==> src/rtl/grid_display_scan.sv <==
// Scans a captured 8x8 generation onto an LED matrix, one row at a time, blanking before each row.
// Latency: strobe in IDLE -> first lit row after 1+BLANK_CYCLES edges; all outputs registered.
// No backpressure: new generations are double-buffered and swapped in only at the frame boundary.
// Optional: define GRID_DISP_POPCOUNT_EN to add the live_count output (population of the shown frame).
module grid_display_scan #(
  parameter int ROW_CYCLES   = 16,
  parameter int BLANK_CYCLES = 2
) (
  input  logic        clk,
  input  logic        reset,
  input  logic [63:0] grid,
  input  logic        grid_valid,
  output logic [7:0]  row_sel,
  output logic [7:0]  col_data,
  output logic        frame_start,
  output logic        busy
`ifdef GRID_DISP_POPCOUNT_EN
  ,
  output logic [6:0]  live_count
`endif
);

  localparam int CNT_MAX = (ROW_CYCLES > BLANK_CYCLES) ? ROW_CYCLES : BLANK_CYCLES;
  localparam int CW      = $clog2(CNT_MAX + 1);
  localparam logic [CW-1:0] BLANK_LAST = CW'(BLANK_CYCLES - 1);
  localparam logic [CW-1:0] ROW_LAST   = CW'(ROW_CYCLES - 1);

  typedef enum logic [1:0] {
    S_IDLE  = 2'd0,
    S_BLANK = 2'd1,
    S_DRIVE = 2'd2
  } state_t;

  state_t      state_q, state_d;
  logic [2:0]  row_q, row_d;
  logic [CW-1:0] cnt_q, cnt_d;
  logic [63:0] frame_buf_q, frame_buf_d;
  logic [63:0] pend_buf_q, pend_buf_d;
  logic        pending_q, pending_d;
  logic [7:0]  row_sel_q, row_sel_d;
  logic [7:0]  col_data_q, col_data_d;
  logic        frame_start_q, frame_start_d;
  logic        busy_q, busy_d;
  logic        idle_load;
  logic        boundary;

  // Next-state: scan sequencing, generation double-buffering and registered output values.
  always_comb begin
    state_d       = state_q;
    row_d         = row_q;
    cnt_d         = cnt_q;
    frame_buf_d   = frame_buf_q;
    pend_buf_d    = pend_buf_q;
    pending_d     = pending_q;
    idle_load     = 1'b0;
    boundary      = 1'b0;

    case (state_q)
      S_IDLE: begin
        if (grid_valid) begin
          idle_load   = 1'b1;
          state_d     = S_BLANK;
          row_d       = 3'd0;
          cnt_d       = '0;
          frame_buf_d = grid;
        end
      end
      S_BLANK: begin
        if (cnt_q == BLANK_LAST) begin
          state_d = S_DRIVE;
          cnt_d   = '0;
        end else begin
          cnt_d = cnt_q + CW'(1);
        end
      end
      S_DRIVE: begin
        if (cnt_q == ROW_LAST) begin
          state_d  = S_BLANK;
          cnt_d    = '0;
          row_d    = row_q + 3'd1;
          boundary = (row_q == 3'd7);
        end else begin
          cnt_d = cnt_q + CW'(1);
        end
      end
      default: state_d = S_IDLE;
    endcase

    // Outside IDLE, strobes land in the pending buffer; the boundary promotes
    // the freshest generation, with a same-cycle strobe beating the buffer.
    if (state_q != S_IDLE) begin
      if (boundary) begin
        if (grid_valid) begin
          frame_buf_d = grid;
          pending_d   = 1'b0;
        end else if (pending_q) begin
          frame_buf_d = pend_buf_q;
          pending_d   = 1'b0;
        end
      end else if (grid_valid) begin
        pend_buf_d = grid;
        pending_d  = 1'b1;
      end
    end

    row_sel_d     = (state_d == S_DRIVE) ? (8'b1 << row_d) : 8'd0;
    col_data_d    = (state_d == S_DRIVE) ? frame_buf_d[{row_d, 3'b000} +: 8] : 8'd0;
    frame_start_d = idle_load | boundary;
    busy_d        = (state_d != S_IDLE);
  end

  // State and output registers; reset aborts any frame in progress.
  always_ff @(posedge clk or negedge reset) begin
    if (!reset) begin
      state_q       <= S_IDLE;
      row_q         <= 3'd0;
      cnt_q         <= '0;
      frame_buf_q   <= 64'd0;
      pend_buf_q    <= 64'd0;
      pending_q     <= 1'b0;
      row_sel_q     <= 8'd0;
      col_data_q    <= 8'd0;
      frame_start_q <= 1'b0;
      busy_q        <= 1'b0;
    end else begin
      state_q       <= state_d;
      row_q         <= row_d;
      cnt_q         <= cnt_d;
      frame_buf_q   <= frame_buf_d;
      pend_buf_q    <= pend_buf_d;
      pending_q     <= pending_d;
      row_sel_q     <= row_sel_d;
      col_data_q    <= col_data_d;
      frame_start_q <= frame_start_d;
      busy_q        <= busy_d;
    end
  end

  assign row_sel     = row_sel_q;
  assign col_data    = col_data_q;
  assign frame_start = frame_start_q;
  assign busy        = busy_q;

`ifdef GRID_DISP_POPCOUNT_EN
  logic [6:0] pop_d;
  logic [6:0] live_count_q;

  // Population count of the frame currently held for display.
  always_comb begin
    pop_d = 7'd0;
    for (int i = 0; i < 64; i++) begin
      pop_d = pop_d + 7'(frame_buf_q[i]);
    end
  end

  // Registered count, one cycle behind any frame buffer load.
  always_ff @(posedge clk or negedge reset) begin
    if (!reset) begin
      live_count_q <= 7'd0;
    end else begin
      live_count_q <= pop_d;
    end
  end

  assign live_count = live_count_q;
`endif

endmodule

==> config.mk <==
export PLATFORM = sky130hd
export DESIGN_NAME = grid_display_scan
export DESIGN_NICKNAME = d
export VERILOG_FILES = /design/src/rtl/grid_display_scan.sv
export SDC_FILE = /design/constraint.sdc
export NUM_CORES = 1
export LEC_CHECK = 0
export ABC_CLOCK_PERIOD_IN_PS = 3520
export CAP_MARGIN = 20
export CORE_MARGIN = 2
export CORE_UTILIZATION = 45
export DETAILED_ROUTE_END_ITERATION = 10
export GPL_ROUTABILITY_DRIVEN = 0
export HOLD_SLACK_MARGIN = 0.15
export PLACE_DENSITY_LB_ADDON = 0.2
export RECOVER_POWER = 50
export SETUP_SLACK_MARGIN = 0.2
export SYNTH_ARGS = -nofsm -noshare
export SYNTH_HDL_FRONTEND = slang
export SYNTH_SLANG_ARGS = --single-unit
==> constraint.sdc <==
create_clock -name clk -period 3.52 [get_ports clk]
set_clock_uncertainty 0.15 [all_clocks]
set_input_delay 0.528 -clock clk [delete_from_list [all_inputs] [get_ports clk]]
set_output_delay 0.528 -clock clk [all_outputs]
set_load 0.03 [all_outputs]
* After elaboration in Yosys (flattened, before gate mapping)
Index checks and enable logic that the tools add are counted.
** Storage, ports and cells
- Register bits :: 157
- Word-level logic and storage cells :: 56
** Cells by class
- $add $sub $neg :: 2
- Equality and inequality tests :: 7
- Shifts and indexed selects :: 2
- Mux-type cells :: 25
- Bitwise operators :: 2
- Reduce and logical (&&, ||, !) cells :: 8
** Operators with widths (count)
- 64-bit 2-to-1 mux :: 6
- 64-bit by 7-bit indexed part select with 8-bit output :: 1
- 8-bit 2-to-1 mux :: 2
- 5-bit 2-to-1 mux :: 3
- 5-bit one-hot mux with 3 select lines :: 1
- 1-bit by 3-bit << shifter with 8-bit output, first input constant :: 1
- 1-bit 2-to-1 mux :: 6
- 2-bit 2-to-1 mux :: 3
- 3-bit 2-to-1 mux :: 2
- 2-bit one-hot mux with 3 select lines :: 1
- 3-bit one-hot mux with 2 select lines :: 1
- 2-bit nonzero test :: 3
- 5-bit by 1-bit adder with 5-bit output, second input constant :: 1
- 5-bit by 1-bit equality test with 1-bit output, second input constant :: 1
- 5-bit by 4-bit equality test with 1-bit output, second input constant :: 1
- 2-bit equality test, second input constant :: 2
- 2-bit AND reduction :: 2
- 3-bit by 1-bit adder with 3-bit output, second input constant :: 1
- 3-bit equality test, second input constant :: 1
- 3-bit AND reduction :: 1
- 3-bit nonzero test :: 1
- 2-bit by 1-bit equality test with 1-bit output, second input constant :: 1
- 2-bit logical NOT :: 1
- 2-bit inequality test, second input constant :: 1
- 2 further kinds :: 2

* Depth between registers and ports, before layout
Gate-level depths: netlist of the first run.
- Word-level depth :: 8
- Depth in mapped cells :: 13
- Gate-level depth less buffers :: 10

* Worst setup path after synthesis of the first run
Ideal clock, no wire load.
- Kind :: register to register
- From :: register cnt_q[0]
- To :: register col_data_q[0], in the netlist col_data[0]
- Library setup time :: 0.064 ns
- Data arrival time :: 2.609 ns
- Required time :: 3.306 ns
- Setup slack :: 0.696 ns
- Cell stages (with the launch flop) :: 12
- Path buffers :: 1
- Period minus slack after synthesis :: 2.824 ns
- Cells stage by stage :: dfrtp_1 > ha_1 > and3_1 > ha_1 > buf_6 > mux2_4 > a22oi_4 > inv_6 > nor4_4 > o221ai_1 > a21oi_1 > a311o_2
** Between the ends
- Elaborated cells on any way between the ends :: 14
** RTL lines
- start, declared :: RTL line 36 : logic [CW-1:0] cnt_q, cnt_d;
- start signal, assigned :: RTL line 128 : cnt_q <= cnt_d;
- 5-bit by 4-bit equality test with 1-bit output :: RTL line 77 : if (cnt_q == ROW_LAST) begin
- 3-bit 2-to-1 mux :: RTL line 77
- 3-bit one-hot mux with 2 select lines :: RTL line 58 : case (state_q)
- via row_d[2] :: RTL line 35 : logic [2:0] row_q, row_d;
- 64-bit by 7-bit indexed part select with 8-bit output :: RTL line 107 : col_data_d = (state_d == S_DRIVE) ? frame_buf_d[{row_d, 3'b000} +: 8] : 8'd0;
- 8-bit 2-to-1 mux :: RTL line 107
- via col_data_d[0] :: RTL line 41 : logic [7:0] col_data_q, col_data_d;
- end signal, assigned :: RTL line 133 : col_data_q <= col_data_d;
- end, declared :: RTL line 41
The timed path passes the listed nets, and every way through them passes these cells.
A chain may end at the register's enable or synchronous reset.

* Worst setup path in the final report of the first run
- From :: register cnt_q[0]
- To :: register col_data_q[1], in the netlist col_data[1]
** Between the ends
- Cells in the longest elaborated chain, start to end :: 7
- Elaborated cells on any way between the ends :: 14
** RTL lines
- 5-bit by 4-bit equality test with 1-bit output :: RTL line 77
- 1-bit 2-to-1 mux :: RTL line 77
- 1-bit 2-to-1 mux :: RTL line 58
- 64-bit 2-to-1 mux :: RTL line 92 : if (boundary) begin
- 64-bit 2-to-1 mux :: RTL line 91 : if (state_q != S_IDLE) begin
- via frame_buf_d[25] :: RTL line 37 : logic [63:0] frame_buf_q, frame_buf_d;
- 64-bit by 7-bit indexed part select with 8-bit output :: RTL line 107
- 8-bit 2-to-1 mux :: RTL line 107
- via col_data_d[1] :: RTL line 41
The timed path passes the listed nets, and every way through them passes these cells.

==> results of run 1 <==
cells in the final DEF, fill, tap and decap left out, types with 6 or more instances in the layout:
cell             instances
o2bb2ai_1               14
nor2_1                  38
mux2_2                  68
nand2_1                 40
o21ai_0                 46
nand3_1                 24
clkdlybuf4s50_1         75
o31ai_1                 11
o221ai_1                 6
o221a_2                 10
a221oi_1                15
dlygate4sd3_1            8
or2_2                    8
nand2b_1                11
clkbuf_16               17
o211ai_1                10
or3_1                    7
a21o_1                   9
dfrtp_1                156
o22ai_1                 10
ha_1                    12
a211oi_1                10
a2bb2oi_1               12
inv_1                   28
nor3_1                  17
a21oi_1                 37
a211oi_2                 7
mux2i_1                 36
and3_1                  22
buf_4                   24
critical path, delay by kind of cell (launching register included):
family,cells,cell delay [ns]
DFF,1,0.42
AOI/OAI and AO/OA,5,1.23
buffers and inverters,1,0.24
and+or+nand+nor,2,0.55
adders and majority gates,2,0.53
routing by layer:
| layer | vias to the layer above | GRT usage, % | share of wire, % |
|---|---|---|---|
| met5 | - | 0 | 0 |
| met4 | 0 | 7.526 | 2.2 |
| met3 | 50 | 5.265 | 6.0 |
| met2 | 273 | 41.62 | 50 |
| met1 | 3454 | 32.12 | 42 |
| li1 | 3156 | - | - |
stage by stage:
step | setup WS [ns] | cells | hold WS (ns)
2_1_floorplan | 0.6964 | 806 | 0.08241
3_5_place_dp | 0.07918 | 1091 | 0.3229
5_1_grt | 0.1715 | 1124 | 0.3738
3_3_place_gp | 0.2200 | 1091 | 0.3187
6_report | 0.2854 | 1124 | 0.3344
4_1_cts | 0.2540 | 1124 | 0.3362
where the power goes:
part,switching (mW),internal [mW]
clock network,0.765,1.14
registers,0.368,2.59
logic,1.52,1.35
total,2.65,5.07
cell families after synthesis:
kind of cell    Yosys count
flops                   157
simple gates            188
mux                     107
compound gates          249
xor+xnor                  1
fa+ha+maj                12
buf+inv                  92
repair_timing:
action / CTS / global route
setup endpoints to repair: 2 / 5
hold buffers: 1 / 0
endpoints found under the hold margin: 70 / 0
gates resized for setup: 2 / 13
flip-flops by register name (all words and copies together) (netlist names):
register     flops
pending_q        1
frame_buf_q     64
col_data         8
busy             1
cnt_q            5
state_q          2
row_sel          8
frame_start      1
pend_buf_q      64
row_q            3
area by class of cell:
cell class / instances / area, µm² / area share [%]
well taps: 234 / 292.8 / 2.844
multi-input cells: 557 / 4227 / 41.05
clock buffers: 19 / 442.9 / 4.302
flip-flops and latches: 157 / 3930 / 38.17
clock inverters: 13 / 165.2 / 1.604
repair buffers: 115 / 1124 / 10.91
inverters: 29 / 113.9 / 1.106
worst max-delay path by stage:
stage                     startpoint           to  slack, ns  cells after the start
final                       cnt_q[0]  col_data[1]       0.29                     10
after global routing        cnt_q[0]  col_data[7]       0.17                      9
after CTS                   cnt_q[0]  col_data[1]       0.25                     10
after detailed placement    cnt_q[0]  col_data[0]       0.08                     10
after global placement      cnt_q[0]  col_data[1]       0.22                     10
after floorplan             cnt_q[0]  col_data[0]       0.70                     11
==> flow_summary_export.csv, run 1 <==
group,metric,value,unit
status,status,"finished, violations left",
status,violations,"max-capacitance violations, max-slew violations",
pwr,leakagePower,4.504,nW
synth,syn_nets,885,
setup_path,reg2reg_from,"cnt_q[0]",
layout,drive_above_1_share,21.01,%
routing,drt-total-wl,24300,µm
global_route,grt_max_degree,73,
synth,synth-compound-area-share,21.44,%
global_route,grt_first_pass_wirelength,38520,µm
clocking,cts_made_buffers,17,
die,boundaryPins,85,
setup_path,crit_slowest_cell,"dfrtp_1",
die,core_area,18640,µm²
layout,post-route-util,55.22,%
sta,setup_viol,0,
setup_path,crit_top_cell,"ha_1",
synth,ys_warn_count,0,
placement,placed_cell_area,9613,µm²
layout,syn2layout_area_growth,20.59,%
global_route,overflow,0,
setup_path,crit_type,"register to register",
routing,postRouteAntennaNets,0,
sta,slew_headroom,-22.18,%
setup_path,cp_slowest_stage_delay,0.42,ns
setup_path,critPathArrivalTime,3.41,ns
layout,final_area,10290,µm²
setup_path,reg2regPathDepth,10,
pwr,p_total,7.723,mW
synth,synthMuxAreaShare,13.89,%
setup_path,worstPathMaxFanout,46,
synth,synthAdderAreaFrac,1.759,%
synth,synth.cell_area,8537,µm²
synth,synth.largest_area_cell,"dfrtp_1",
min_path,min_path_cells,2,
clocking,root_buffer,"clkbuf_16",
sta,finalMaxSlewViolations,72,
routing,routedWlPerCell,21.62,µm
sta,hold_violations,0,
layout,antenna_cells,0,
sta,worstMarginPinSlew,1.833,ns
synth,synth_area_leaders,"dfrtp_1 (46%), mux2_2 (9.0%), mux2i_1 (4.2%), o21ai_0 (2.7%), a21oi_1 (2.2%)",
setup_path,r2r-end,"col_data[1]",
synth,synth-xor-area-share,0.1026,%
clocking,postCtsSetupBuffers,0,
synth,synth_edf_count,0,
pwr,peakVddDrop,0.3786,mV
die,rows,50,
synth,synthSimpleGateAreaFrac,11.51,%
clocking,cts_tree,"built",
clocking,cts_sinks,157,
setup_path,r2r_slack,0.29,ns
placement,place_hpwl,16350,µm
clocking,htree_levels,4,
global_route,grt_usage,24.70,%
routing,drc,0,
die,die_h,141.7,µm
sta,post-route-period-util,91.89,%
synth,netlist.area_leader.share,46.02,%
layout,fill_cells,1633,
synth,syn_avg_cell_area,10.59,µm²
synth,yosys-top-cells-count,"dfrtp_1 (157), mux2_2 (68), o21ai_0 (46)",
synth,synth-seq-area-share,46.02,%
setup_path,crit_path_end_kind,"register",
routing,dr.pass1.iters,6,
setup_path,required,3.69,ns
min_path,hp-start,"pend_buf_q[49]",
synth,synth_most_common_cell,"dfrtp_1",
synth,async_flop_share,100.0,%
run,drv_cap,1,
synth,yosys.cell_types.count,66,
global_route,antenna_found_initial,0,
die,die_x,141.7,µm
clocking,clock_path_buffers,2,
clocking,insertion_delay,0.43,ns
die,dieArea,20090,µm²
synth,ys_ff_latch,157,
routing,vias,6933,
synth,netlist_instances,806,
sta,fin_crit,3.235,ns
sta,fin_setup_tns,0,ns
synth,ys.flop_type,"dfrtp_1",
min_path,hp-class,"register to register",
sta,max_freq,309.2,MHz
pwr,powerDensity,750.2,nW/µm²
die,start_util,45.79,%
clocking,clkTransAtPathRegs,0.07,ns
routing,via_per_inst,6.168,
setup_path,cp_cell_sequence,"ha_1, and3_1, ha_1, and4b_2, buf_6, a221oi_1, a211oi_2, o221ai_2, a21oi_1, a311o_2",
min_path,hold-path-endpoint,"pend_buf_q[49]",
setup_path,critPathLaunchType,"register",
global_route,grt_pass1_vias,7019,
placement,io_buffers,84,
sta,rsz0062_at_grt,"no",
routing,drt_iter0_drc,715,
synth,synth_top_family_by_area,"compound AO/OA/AOI/OAI gates",
layout,fin_nets,956,
Note: power is estimated with default switching activity, not from simulation.
==> run 2, diff against run 1 <==
ABC_CLOCK_PERIOD_IN_PS = 3650   (was 3520)
CTS_BUF_LIST = sky130_fd_sc_hd__clkbuf_8   (was default)
DONT_BUFFER_PORTS = 1   (was default)
clock period = 3.65 ns   (was 3.52 ns; I/O delays follow)
==> run 2 against run 1 <==
The run ends with negative hold slack left. Global-route usage grew 0.65 points. Via count fell by 0.79%. Wire length increased by 2.3%. Die area unchanged. Clock power fell by 33%. Utilization fell by 2.8 points. Combinational power decreased by 11%. Register-to-register slack got worse by 0.04 ns. Flip-flop and latch count did not move. Highest routed layer unchanged.
==> flow_summary_export.csv, run 2 (synthesized netlist as in run 1, its figures left out) <==
group,metric,value,unit
status,status,"finished, violations left",
status,violations,"negative hold slack",
setup_path,worst-path-buf-inv,1,
pwr,peakVddDrop,0.3598,mV
setup_path,cp_cell_sequence,"ha_1, and3_1, ha_1, and4b_2, buf_4, a221oi_1, a211oi_2, o221ai_1, a21oi_1, a311o_2",
sta,max_freq,293.7,MHz
routing,vias,6878,
die,dieArea,20090,µm²
pwr,swShare,35.39,%
global_route,grt_first_pass_wirelength,39180,µm
setup_path,cp_slowest_stage_delay,0.44,ns
setup_path,critPathTopFamily,"compound AO/OA/AOI/OAI gates",
placement,place_inst,1002,
setup_path,crit_type,"register to register",
placement,placed_cell_area,8713,µm²
setup_path,worstPathMaxFanout,23,
routing,routedWlPerCell,22.61,µm
setup_path,critPathArrivalTime,3.61,ns
sta,post-route-period-util,93.27,%
clocking,htree_levels,4,
setup_path,required,3.86,ns
die,start_util,45.79,%
layout,fin_cells,1100,
die,die_x,141.7,µm
global_route,grt_max_degree,158,
layout,fill_cells,1688,
routing,drt_iter0_drc,634,
routing,via_per_inst,6.253,
layout,fin_nets,934,
clocking,cts_sinks,157,
global_route,antenna_found_initial,0,
layout,mostFrequentLayoutCells,"dfrtp_1 (156), mux2_2 (68), dlygate4sd3_1 (67)",
pwr,p_int,4.333,mW
setup_path,reg2reg_from,"cnt_q[0]",
clocking,insertion_delay,0.47,ns
global_route,grt_pass1_vias,7056,
setup_path,crit_slowest_cell,"dfrtp_1",
pwr,leakagePower,4.281,nW
sta,timing.final.ws_setup,0.2457,ns
sta,fin_crit,3.404,ns
layout,final_area,9779,µm²
routing,wl_met3,1389,µm
min_path,hp-class,"input port to asynchronous set/reset pin",
pwr,pwr-share-clk,19.1,%
die,rows,50,
sta,setup_viol,0,
die,die_h,141.7,µm
setup_path,crit_path_end_kind,"register",
routing,drt-total-wl,24870,µm
clocking,clock_path_buffers,2,
pwr,powerDensity,685.8,nW/µm²
layout,drive_above_1_share,19.40,%
setup_path,r2r-end,"col_data[0]",
layout,reg_top3,"frame_buf_q x64, pend_buf_q x64",
sta,fin_setup_tns,0,ns
placement,place_hpwl,15720,µm
pwr,p_total,6.707,mW
layout,antenna_cells,0,
setup_path,critPathLaunchType,"register",
routing,top_layer,"met4",
routing,postRouteAntennaNets,0,
pwr,power_frac_seq,42.9,%
global_route,overflow,0,
sta,rsz0062_at_grt,"yes",
pwr,p_comb_share,38.1,%
layout,syn2layout_area_growth,14.55,%
routing,met2_wirelength,11930,µm
sta,worstMarginPinSlew,0.8188,ns
routing,wl_met1,10970,µm
sta,finalMaxSlewViolations,0,
clocking,cts_made_buffers,17,
run,drv_cap,0,
routing,drc,0,
layout,post-route-util,52.46,%
die,core_area,18640,µm²
pwr,p_switching,2.374,mW
clocking,cts_tree,"built",
global_route,grt_usage,25.35,%
clocking,clkTransAtPathRegs,0.10,ns
sta,hold_violations,157,
setup_path,crit_top_cell,"ha_1",
placement,place_ws,0.1188,ns
clocking,root_buffer,"clkbuf_8",
routing,dr.pass1.iters,5,
setup_path,reg2regPathDepth,10,
sta,hold-worst-slack,-0.3704,ns
sta,slew_headroom,45.35,%
die,boundaryPins,85,
layout,layout_commonest_cell,"dfrtp_1",
setup_path,r2r_slack,0.25,ns
placement,io_buffers,0,
-- run 2: cell types whose count changed in the layout (fill, tap and decap cells not counted), sizes merged --
| cell | delta |
|---|---|
| clkinv | -6 |
| inv | +1 |
| clkdlybuf4s50 | -75 |
| clkinvlp | +5 |
| dlygate4sd3 | +59 |
| buf | -5 |
| clkbuf | -2 |
| bufinv | -1 |
-- run 2: power by group through the flow --
stage,Clock [mW],Sequential [mW],Combinational [mW]
final,1.28,2.88,2.55
after global routing,1.37,2.96,2.80
after CTS,1.30,2.87,2.52
after detailed placement,0,2.90,2.44
after global placement,0,2.86,2.34
after floorplan,0,2.79,1.99
-- run 2: metal layers --
layer | up-vias | track usage (%)
li1 | 3105 | -
met1 | 3502 | 34.57
met2 | 236 | 40.65
met3 | 35 | 4.995
met4 | 0 | 8.632
met5 | - | 0
-- run 2: area by class of cell --
class | instances | area (µm²) | share of cell area [%]
Multi-Input combinational cell | 557 | 4174 | 42.68
Clock inverter | 12 | 126.4 | 1.292
Clock buffer | 18 | 247.7 | 2.533
Inverter | 29 | 113.9 | 1.164
Tap cell | 234 | 292.8 | 2.994
Sequential cell | 157 | 3930 | 40.19
Timing Repair Buffer | 93 | 894.6 | 9.148
-- run 2: worst reg2reg max path: stages, from the launching register on --
cell      delay [ns]
dfrtp_1         0.44
ha_1            0.25
and3_1          0.23
ha_1            0.29
and4b_2         0.38
buf_4           0.26
a221oi_1        0.32
a211oi_2        0.11
o221ai_1        0.42
a21oi_1         0.13
a311o_2         0.32
-- run 2: how the worst max path moves through the flow --
stage                     slack (ns)  depth (start not counted)  startpoint           to
final                           0.25                         10    cnt_q[0]  col_data[0]
after global routing            0.13                         10    cnt_q[0]  col_data[1]
after CTS                       0.27                         10    cnt_q[0]  col_data[0]
after detailed placement        0.12                         10    cnt_q[0]  col_data[5]
after global placement          0.16                         10    cnt_q[0]  col_data[5]
after floorplan                 0.83                         11    cnt_q[0]  col_data[0]
-- run 2: repair_timing --
item | CTS | global route
hold buffers | 66 | 1
setup buffers | 1 | 0
pin swaps | 1 | 0
hold endpoints to repair | 257 | 158
resized for setup | 0 | 3
endpoints found under the setup margin | 3 | 3
==> run 3, diff against run 2 <==
CORE_ASPECT_RATIO = 1.4   (was default)
==> run 3 against run 2 <==
Via count grew 1.8%. Clock power up 9%. Critical path type unchanged. The flow still finishes with violations (negative hold slack). Die area is essentially flat. Largest cell class unchanged. Critical endpoint is now col_data[2].
==> flow_summary_export.csv, run 3 (synthesized netlist as in run 1, its figures left out) <==
group,metric,value,unit
status,violations,"negative hold slack",
pwr,peakVddDrop,0.3457,mV
sta,hold-worst-slack,-0.3822,ns
global_route,overflow,0,
layout,fill_cells,1653,
routing,vias,7002,
setup_path,crit_slowest_cell,"dfrtp_1",
die,rows,59,
clocking,cts_sinks,157,
pwr,p_int,4.452,mW
clocking,clkTransAtPathRegs,0.09,ns
setup_path,reg2reg_from,"cnt_q[1]",
die,core_area,18600,µm²
setup_path,crit_start,"cnt_q[1]",
global_route,grt_first_pass_wirelength,40040,µm
min_path,hp-class,"input port to asynchronous set/reset pin",
die,dieArea,20100,µm²
sta,post-route-period-util,89.65,%
setup_path,cp_slowest_stage_delay,0.41,ns
clocking,cts_tree,"built",
placement,place_ws,0.3750,ns
layout,reg_top3,"frame_buf_q x64, pend_buf_q x64",
global_route,grt_pass1_vias,7136,
die,die_h,167.0,µm
setup_path,required,3.85,ns
pwr,power_frac_seq,42.1,%
routing,drt_iter0_drc,637,
clocking,insertion_delay,0.46,ns
clocking,hold_buffers,66,
layout,syn2layout_area_growth,15.08,%
global_route,grt_max_degree,158,
clocking,cts_made_buffers,17,
global_route,antenna_found_initial,0,
placement,place_hpwl,16270,µm
setup_path,reg2regPathDepth,9,
routing,dr.pass1.iters,5,
setup_path,crit_path_end_kind,"register",
layout,fin_nets,932,
die,die_x,120.4,µm
setup_path,cp_cell_sequence,"ha_1, and3_1, ha_1, and4b_2, nand2_2, buf_4, o221a_2, o221a_2, o221a_2",
pwr,pwr-share-clk,20.3,%
sta,setup_viol,0,
setup_path,worstPathMaxFanout,16,
clocking,root_buffer,"clkbuf_8",
sta,rsz0062_at_grt,"no",
setup_path,critPathArrivalTime,3.47,ns
setup_path,crit_top_cell,"o221a_2",
layout,mostFrequentLayoutCells,"dfrtp_1 (156), mux2_2 (68), dlygate4sd3_1 (66)",
pwr,leakagePower,4.307,nW
setup_path,critPathLaunchType,"register",
routing,postRouteAntennaNets,0,
sta,fin_crit,3.272,ns
placement,io_buffers,0,
pwr,powerDensity,696.3,nW/µm²
pwr,swShare,34.93,%
routing,via_per_inst,6.297,
placement,placed_cell_area,8723,µm²
sta,slew_headroom,47.96,%
sta,fin_setup_tns,0,ns
sta,hold_violations,157,
die,boundaryPins,85,
global_route,grt_usage,25.59,%
layout,final_area,9824,µm²
die,start_util,45.89,%
setup_path,critPathTopFamily,"compound AO/OA/AOI/OAI gates",
setup_path,crit_type,"register to register",
sta,finalMaxSlewViolations,0,
sta,max_freq,305.6,MHz
routing,routedWlPerCell,22.73,µm
run,drv_cap,0,
sta,timing.final.ws_setup,0.3779,ns
layout,layout_commonest_cell,"dfrtp_1",
routing,drt-total-wl,25280,µm
setup_path,worst-path-buf-inv,1,
setup_path,cp.depth,9,
pwr,p_switching,2.389,mW
layout,drive_above_1_share,19.40,%
clocking,htree_levels,4,
routing,drc,0,
pwr,p_comb_share,37.6,%
status,status,"finished, violations left",
sta,worstMarginPinSlew,0.7781,ns
clocking,clock_path_buffers,2,
-- run 3: changes by cell type in the layout (fill, tap and decap cells not counted), sizes merged, moves of 2 or more --
cell      delta
diode        +2
clkbuf       +2
clkinv       +2
clkinvlp     -5
inv          +2
-- run 3: final timing paths --
check | endpoint | slack (ns)
min reg2reg | pend_buf_q[49] | 0.35
max | col_data[2] | 0.38
min in group clk | frame_buf_q[36] | 0.17
max in group asynchronous | pend_buf_q[21] | 3.47
min | frame_buf_q[52] | -0.38
max reg2reg | col_data[2] | 0.38
-- run 3: worst reg2reg max path: stages (launching register included) --
cell     delay (ns)
dfrtp_1        0.41
ha_1           0.21
and3_1         0.21
ha_1           0.33
and4b_2        0.38
nand2_2        0.29
buf_4          0.29
o221a_2        0.32
o221a_2        0.32
o221a_2        0.25
-- run 3: layout make-up --
class	count	area [µm²]	share of cell area, %
multi-input combinational	557	4167	42.41
antenna	2	5.005	0.05094
tap	244	305.3	3.107
timing repair buffer	91	885.9	9.017
inverter	29	113.9	1.159
clock inverter	12	142.6	1.452
clock buffer	20	275.3	2.802
sequential	157	3930	40.00
-- run 3: power groups by stage --
stage | Combinational (mW) | Sequential (mW) | Clock, mW
finish | 2.57 | 2.88 | 1.39
global route | 2.80 | 2.96 | 1.49
CTS | 2.56 | 2.87 | 1.42
detailed placement | 2.48 | 2.91 | 0
global placement | 2.38 | 2.86 | 0
floorplan | 1.99 | 2.79 | 0
-- run 3: metal layers --
layer / up-vias / part of all wire [%] / global-route usage [%]
met5: - / 0 / 0
met4: 0 / 3.2 / 9.808
met3: 48 / 6.4 / 5.308
met2: 265 / 51 / 43.87
met1: 3572 / 39 / 31.42
li1: 3117 / - / -
-- run 3: timing repair --
item / 4_1_cts / 5_1_grt
setup endpoints to repair: 0 / 2
setup buffers: 0 / 2
resized for setup: 0 / 1
endpoints found under the hold margin: 255 / 157
-- run 3: through the flow --
step | std cells | power [mW] | util (%)
CTS | 1108 | 6.854 | 52.69
finish | 1112 | 6.841 | 52.81
floorplan | 806 | 4.778 | -
detailed placement | 1010 | 5.391 | 46.89
global route | 1110 | 7.249 | 52.78
global placement | 1010 | 5.240 | 46.89
